File: src/rtl/dl_pkg.sv
// rtl/dl_pkg.sv - shared state, width helper and report record type for the deadlock report arbiter
package dl_pkg;

  typedef enum logic [2:0] {
    IDLE,
    PROBE,
    CLEAR,
    DETECT,
    HALT
  } dl_state_e;

  function automatic int idx_w(input int n);
    return (n > 1) ? $clog2(n) : 1;
  endfunction

  localparam int DEF_N_PROC = 4;
  localparam int DEF_TS_W   = 32;
  localparam int DEF_IDX_W  = idx_w(DEF_N_PROC);

  typedef struct packed {
    logic [DEF_IDX_W-1:0]  origin_idx;
    logic [DEF_N_PROC-1:0] snapshot;
    logic [DEF_TS_W-1:0]   timestamp;
  } dl_rpt_t;

endpackage

File: src/rtl/dl_origin_picker.sv
// rtl/dl_origin_picker.sv - combinational origin election: first set request at or after the start pointer
module dl_origin_picker
  import dl_pkg::*;
#(
  parameter int N_PROC = 4,
  parameter int IDX_W  = idx_w(N_PROC)
) (
  input  logic [N_PROC-1:0] req_i,
  input  logic [IDX_W-1:0]  ptr_i,
  output logic [N_PROC-1:0] onehot_o,
  output logic [IDX_W-1:0]  idx_o,
  output logic              valid_o
);

  logic [IDX_W-1:0] sel;

  // Scan N_PROC positions starting at ptr_i, wrapping; the first set request wins.
  always_comb begin
    onehot_o = '0;
    idx_o    = '0;
    valid_o  = 1'b0;
    sel      = '0;
    for (int k = 0; k < N_PROC; k++) begin
      sel = IDX_W'((int'(ptr_i) + k) % N_PROC);
      if (!valid_o && req_i[sel]) begin
        valid_o       = 1'b1;
        onehot_o[sel] = 1'b1;
        idx_o         = sel;
      end
    end
  end

endmodule

File: src/rtl/dl_report_arbiter.sv
// rtl/dl_report_arbiter.sv - deadlock ring arbiter: elect origin, confirm stall, clear tokens, emit one report
// Optional DL_ROTATE_PRIORITY_EN: round-robin origin election instead of fixed lowest-index priority.
module dl_report_arbiter
  import dl_pkg::*;
#(
  parameter int N_PROC         = 4,
  parameter int CONFIRM_CYCLES = 16,
  parameter int TS_W           = 32
) (
  input  logic                      clock,
  input  logic                      reset,
  input  logic [N_PROC-1:0]         dl_in_vec,
  output logic [N_PROC-1:0]         origin,
  output logic                      token_clear,
  output logic                      dl_detect_out,
  output logic                      rpt_valid,
  input  logic                      rpt_ready,
  output logic [$clog2(N_PROC)-1:0] rpt_origin_idx,
  output logic [N_PROC-1:0]         rpt_snapshot,
  output logic [TS_W-1:0]           rpt_timestamp
);

  localparam int IDX_W = idx_w(N_PROC);
  localparam int CNT_W = $clog2(CONFIRM_CYCLES + 1);

  dl_state_e         state_q, state_d;
  logic [N_PROC-1:0] origin_q, origin_d;
  logic [IDX_W-1:0]  idx_q, idx_d;
  logic [CNT_W-1:0]  cnt_q, cnt_d;
  logic [TS_W-1:0]   ts_q;
  logic [IDX_W-1:0]  rpt_idx_q, rpt_idx_d;
  logic [N_PROC-1:0] rpt_snap_q, rpt_snap_d;
  logic [TS_W-1:0]   rpt_ts_q, rpt_ts_d;
  logic [IDX_W-1:0]  ptr_q;
  logic [N_PROC-1:0] pick_onehot;
  logic [IDX_W-1:0]  pick_idx;
  logic              pick_valid;
  logic              flag;

  assign flag = dl_in_vec[idx_q];

  dl_origin_picker #(
    .N_PROC (N_PROC),
    .IDX_W  (IDX_W)
  ) u_picker (
    .req_i    (dl_in_vec),
    .ptr_i    (ptr_q),
    .onehot_o (pick_onehot),
    .idx_o    (pick_idx),
    .valid_o  (pick_valid)
  );

`ifdef DL_ROTATE_PRIORITY_EN
  // Start the next search just past the unit whose probe was just abandoned.
  always_ff @(posedge clock) begin
    if (reset) begin
      ptr_q <= '0;
    end else if (state_q == PROBE && !flag) begin
      ptr_q <= (idx_q == IDX_W'(N_PROC - 1)) ? '0 : idx_q + 1'b1;
    end
  end
`else
  assign ptr_q = '0;
`endif

  always_comb begin
    state_d    = state_q;
    origin_d   = origin_q;
    idx_d      = idx_q;
    cnt_d      = cnt_q;
    rpt_idx_d  = rpt_idx_q;
    rpt_snap_d = rpt_snap_q;
    rpt_ts_d   = rpt_ts_q;
    case (state_q)
      IDLE: begin
        origin_d = '0;
        if (pick_valid) begin
          origin_d = pick_onehot;
          idx_d    = pick_idx;
          cnt_d    = CNT_W'(1);
          state_d  = PROBE;
        end
      end
      PROBE: begin
        if (!flag) begin
          origin_d = '0;
          cnt_d    = '0;
          state_d  = CLEAR;
        end else if (cnt_q == CNT_W'(CONFIRM_CYCLES)) begin
          rpt_idx_d  = idx_q;
          rpt_snap_d = dl_in_vec;
          rpt_ts_d   = ts_q;
          state_d    = DETECT;
        end else begin
          cnt_d = cnt_q + 1'b1;
        end
      end
      CLEAR:   state_d = IDLE;
      DETECT:  if (rpt_ready) state_d = HALT;
      HALT:    state_d = HALT;
      default: state_d = IDLE;
    endcase
  end

  always_ff @(posedge clock) begin
    if (reset) begin
      state_q    <= IDLE;
      origin_q   <= '0;
      idx_q      <= '0;
      cnt_q      <= '0;
      ts_q       <= '0;
      rpt_idx_q  <= '0;
      rpt_snap_q <= '0;
      rpt_ts_q   <= '0;
    end else begin
      state_q    <= state_d;
      origin_q   <= origin_d;
      idx_q      <= idx_d;
      cnt_q      <= cnt_d;
      ts_q       <= ts_q + 1'b1;
      rpt_idx_q  <= rpt_idx_d;
      rpt_snap_q <= rpt_snap_d;
      rpt_ts_q   <= rpt_ts_d;
    end
  end

  assign origin         = origin_q;
  assign token_clear    = (state_q == CLEAR);
  assign dl_detect_out  = (state_q == DETECT) || (state_q == HALT);
  assign rpt_valid      = (state_q == DETECT);
  assign rpt_origin_idx = rpt_idx_q;
  assign rpt_snapshot   = rpt_snap_q;
  assign rpt_timestamp  = rpt_ts_q;

endmodule

File: config.mk
export PLATFORM = sky130hd
export DESIGN_NAME = dl_report_arbiter
export DESIGN_NICKNAME = d
export VERILOG_FILES = /design/src/rtl/dl_pkg.sv /design/src/rtl/dl_origin_picker.sv /design/src/rtl/dl_report_arbiter.sv
export SDC_FILE = /design/constraint.sdc
export NUM_CORES = 1
export LEC_CHECK = 0
export CAP_MARGIN = 20
export CORE_ASPECT_RATIO = 1.25
export CORE_UTILIZATION = 48
export CTS_CLUSTER_DIAMETER = 100
export CTS_CLUSTER_SIZE = 8
export DETAILED_ROUTE_END_ITERATION = 16
export PLACE_DENSITY = 0.8
export SLEW_MARGIN = 25
export SYNTH_ARGS = -nofsm -noshare
export SYNTH_HDL_FRONTEND = slang
export SYNTH_SLANG_ARGS = --single-unit
File: constraint.sdc
create_clock -name clock -period 2.04 [get_ports clock]
set_input_delay 0.306 -clock clock [delete_from_list [all_inputs] [get_ports clock]]
set_output_delay 0.306 -clock clock [all_outputs]
set_load 0.05 [all_outputs]
Word-level counts from Yosys, hierarchy flattened:

Cells that the tools add are included.

* register bits: 84
* input bits: 7
* logic and storage cells: 60

* add/sub/neg operators: 2
* order comparisons: 1
* eq/ne operators: 10
* multiplexer cells: 25
* reduce and logical (&&, ||, !) cells: 14

Operator list (number)
* adder 32 x 1 -> 32 bit (second input constant): 1
* 2-to-1 mux 3 bit: 5
* 2-to-1 mux 5 bit: 3
* 2-to-1 mux 4 bit: 3
* one-hot mux 3 bit (4 select lines): 1
* one-hot mux 5 bit (2 select lines): 1
* AND reduction 3 bit: 3
* one-hot mux 4 bit (2 select lines): 1
* 2-to-1 mux 1 bit: 7
* == test 3 x 2 -> 1 bit (second input constant): 2
* 2-to-1 mux 2 bit: 3
* != test 3 bit (second input constant): 2
* adder 5 x 1 -> 5 bit (second input constant): 1
* == test 5 bit (second input constant): 1
* != test 2 bit (second input constant): 2
* AND reduction 2 bit: 2
* == test 3 x 1 -> 1 bit (second input constant): 1
* == test 3 bit (second input constant): 1
* logical AND 1 bit: 3
* zero test 1 bit: 3
* zero test 3 bit: 1
* < comparator 2 x 3 -> 1 bit (second input constant): 1
* binary-select mux 1 bit (select 2 bit): 1
* != test 2 x 1 -> 1 bit (second input constant): 1
* 2 further kinds: 2

Longest topological paths before layout:

* word-level depth: 12
* depth in mapped cells: 9
* mapped depth without buffers: 6

By module:

From an unflattened synthesis, not the netlist that was laid out.

* cells, all modules: 472
* area, all modules: 3968.8 sq um

Modules (own cells, without submodules)
* dl_report_arbiter: instances 1, cells each 427, area an instance 3547.2 sq um
* dl_origin_picker: instances 1, cells each 45, area an instance 421.7 sq um

Worst setup path after synthesis:

No wires, ideal clock.

* kind: reg2out
* start: register state_q[1]
* end: output port dl_detect_out
* data arrival time: 1.748 ns
* slack: -0.014 ns
* cell stages (with the launch flop): 5
* path buffers: 1
* cells stage by stage: dfxtp_1 > clkbuf_1 > nand2_1 > nor2_1 > a21o_1

* word-level cells in the longest chain between the ends: 2
* elaborated cells on any way between the ends: 3

RTL lines
* from (decl): line dl_report_arbiter.sv:26 `dl_state_e state_q, state_d;`
* from (signal assigned): line dl_report_arbiter.sv:116 `state_q <= state_d;`
* == test 3 x 2 -> 1 bit
* named net rpt_valid: line dl_report_arbiter.sv:16 `output logic rpt_valid,`
* logical OR 1 bit: line dl_report_arbiter.sv:129 `assign dl_detect_out = (state_q == DETECT) || (state_q == HALT);`
* to (decl): line dl_report_arbiter.sv:15 `output logic dl_detect_out,`

The timed path passes the listed nets, and every way through them passes these cells.

Worst setup path after layout:

* start: register ts_q[18]
* end: register ts_q[26]

* word-level cells in the longest chain between the ends: 1

RTL lines
* from (decl): line dl_report_arbiter.sv:30 `logic [TS_W-1:0] ts_q;`
* from (signal assigned): line dl_report_arbiter.sv:120 `ts_q <= ts_q + 1'b1;`
* adder 32 x 1 -> 32 bit: line dl_report_arbiter.sv:120

No other way between the ends.
A chain may end at the register's enable or synchronous reset.

==> results_dict.tcl <==
set metrics [dict create \
    reg2reg_slack_ns 0.08 \
    cts_buffers 9 \
    slowest_stage "or4_4" \
    cts_max_level 3 \
    antenna_found_initial 0 \
    dp_hpwl_um 5780 \
    clock_skew_ns 0.00967 \
    grt_pass1_vias 3163 \
    syn_area_mm2 0.00352 \
    vdd.ir_drop.worst_uv 476 \
    hold_viol 0 \
    grt_max_degree 37 \
    rr_worst_depth 4 \
    area_growth_pct 30.7 \
    cp_slowest_stage_delay_ns 0.65 \
    rsz0062_at_grt "false" \
    yosysTopAreaCell "dfxtp_1" \
    reg2reg_from "ts_q[18]" \
    cp-start-kind "register" \
    drt-initial-drc-count 154 \
    grt_pass1_wl_um 13800 \
    antenna-diode-count 0 \
    postSynthNetCount 436 \
    syn_avg_cell_area_um2 8.26 \
    vias 3276 \
    worstHoldPathType "input port to register" \
    post_drt_wl_per_cell_um 13.7 \
    cts_tree "built" \
    grt_overflow 0 \
    synth_ff_type "dfxtp_1" \
    finalCritPeriodShare 0.963 \
    fillCellCount 589 \
    seq_area_mm2 0.00168 \
    numClockSinks 84 \
    finalWirelength_um 8180 \
    crit_arrival_ns 2.24 \
    synthCells 426 \
    layout-drive-gt1-share 0.146 \
    pin_count 52 \
    tightest_slew_ns 0.516 \
    worstHoldStart "reset" \
    drv_slew 0 \
    yosysSeqAreaShare 0.478 \
    timing.slew.headroom 0.655 \
    power_density_mw_per_mm2 716 \
    worstPathRequired_ns 2.32 \
    hold_end "rpt_snapshot[2]" \
    crit_path_end_kind "register" \
    postCtsHoldBufs 0 \
    drt.antenna.violating_nets 0 \
    multi_input_area_mm2 0.00170 \
    clockBufferDepth 2 \
    synth_top_area_share 0.478 \
    cp_cell_sequence "nand4_1, or4_4, or4_1, a21oi_1" \
    maxCapViolations 0 \
    fin_nets 513 \
    ys_ff_latch 84 \
    num_rows 34 \
    vias_per_cell 5.48 \
    worstSkewPairLatency_ns 0.35 \
    coreArea_mm2 0.00702 \
    ys_warn_count 0 \
    place.gp.congestion 0.842 \
    status "finished, final reports clean" \
    die_x_um 78.6 \
    start_util 0.501 \
    drtPass1Iterations 5 \
    fin_crit_ns 1.96 \
    io_buffers 51 \
    setup-tns-final_ns 0 \
    cts.clk_slew.worst_paths_ns 0.08 \
    track_usage 0.226 \
    die_h_um 97.7 \
    ys_types 46 \
    crit_fanout 8 \
    synth_enable_flop_cells 0 \
    synth_area_leaders "dfxtp_1 48%, nand2_1 9.4%, a21oi_1 8.5%, nor2_1 2.9%, nand3_1 2.4%" \
    fmax_mhz 509 \
    async_flop_share 0 \
    worstSetupPathType "register to register" \
    r2r-end "ts_q[26]" \
    die-area_mm2 0.00768 \
    total_power_w 0.00329 \
    cts-root-buf "clkbuf_8" \
    hold_depth 2 \
    p_leak_nw 1.62 \
    finalSetupViolations 0 \
    drc 0 \
]
-- stage by stage --
stage                util  hold WS (ns)  instances  area, µm²  worst slack [ns]
detailed placement  0.621         0.445        582       4360            0.0239
finish              0.655         0.325        598       4600            0.0760
floorplan               -         0.441        426       3520            0.0148
global placement    0.621         0.443        582       4360            0.0735
CTS                 0.653         0.313        598       4590            0.0508
global route        0.655         0.340        598       4600            0.0161
-- flip-flops by register name, summed over array words and instances (netlist names) --
name / cells
rpt_timestamp: 32
state_q: 3
origin: 4
rpt_snapshot: 4
cnt_q: 5
idx_q: 2
ts_q: 32
rpt_origin_idx: 2
-- cells by family after synthesis --
| family | share of synthesized area |
|---|---|
| muxes | 0.00960 |
| adders and majority gates | 0.0107 |
| and+or+nand+nor | 0.267 |
| DFF | 0.478 |
| xor gates and xnor gates | 0.0349 |
| AOI/OAI and AO/OA | 0.157 |
| buffers and inverters | 0.0427 |
-- metal layers --
| metal | track usage | up-vias | share of wire |
|---|---|---|---|
| li1 | - | 1645 | - |
| met1 | 0.245 | 1527 | 0.41 |
| met2 | 0.403 | 83 | 0.52 |
| met3 | 0.0545 | 21 | 0.042 |
| met4 | 0.110 | 0 | 0.024 |
| met5 | 0 | - | 0 |
-- power by group --
| group | leakage [nW] | internal [W] | switching, W |
|---|---|---|---|
| clock | 0.113 | 0.000723 | 0.000593 |
| sequential | 0.679 | 0.00167 | 0.0000398 |
| combinational | 0.830 | 0.000108 | 0.000160 |
-- worst max path at each step --
stage                  from                 to  slack, ns  cells past startpoint
2_1_floorplan    state_q[1]        token_clear       0.01                      2
3_3_place_gp   dl_in_vec[0]   rpt_timestamp[6]       0.07                      6
3_5_place_dp   dl_in_vec[0]  rpt_timestamp[10]       0.02                      6
4_1_cts            cnt_q[0]           cnt_q[3]       0.05                      7
5_1_grt            ts_q[18]           ts_q[26]       0.02                      4
6_report           ts_q[18]           ts_q[26]       0.08                      4
-- layout make-up --
type / count / share of cell area
Multi-Input combinational cell: 305 / 0.370
Sequential cell: 84 / 0.366
Timing Repair Buffer: 93 / 0.182
Clock buffer: 10 / 0.0299
Tap cell: 90 / 0.0245
Clock inverter: 6 / 0.0188
Inverter: 10 / 0.00817
-- layout by cell type, fill, tap and decap left out, drive strengths merged, types with 11 or more instances in the layout --
cell / Yosys / layout
nand2: 88 / 88
dfxtp: 84 / 84
a21oi: 60 / 60
clkdlybuf4s50: 0 / 47
buf: 11 / 46
nor2: 27 / 27
nand3: 17 / 17
nor3: 11 / 11
inv: 10 / 11
-- what timing repair did --
item                       4_1_cts  5_1_grt
setup endpoints to repair        1       39
buffers inserted                 0        0
resized for setup                1        2
pin swaps                        0        1
-- critical path, delay by kind of cell (launching register included) --
family,cells,cell delay [ns]
flip-flops,1,0.34
AND/OR/NAND/NOR,3,1.38
AO/OA/AOI/OAI,1,0.17
-- cell usage after synthesis (4+ instances only) --
library cell  count
nand2_1          88
dfxtp_1          84
a21oi_1          60
nor2_1           27
nand3_1          17
clkbuf_1         16
nor3_1           11
inv_1            10
or4_1            10
o31ai_1           9
nand4_1           8
o21ai_0           8
buf_1             7
xnor2_1           7
xor2_1            7
a21o_1            4
and4_1            4
nor4_1            4
or3_1             4
Power figures use the tool's default switching activity.
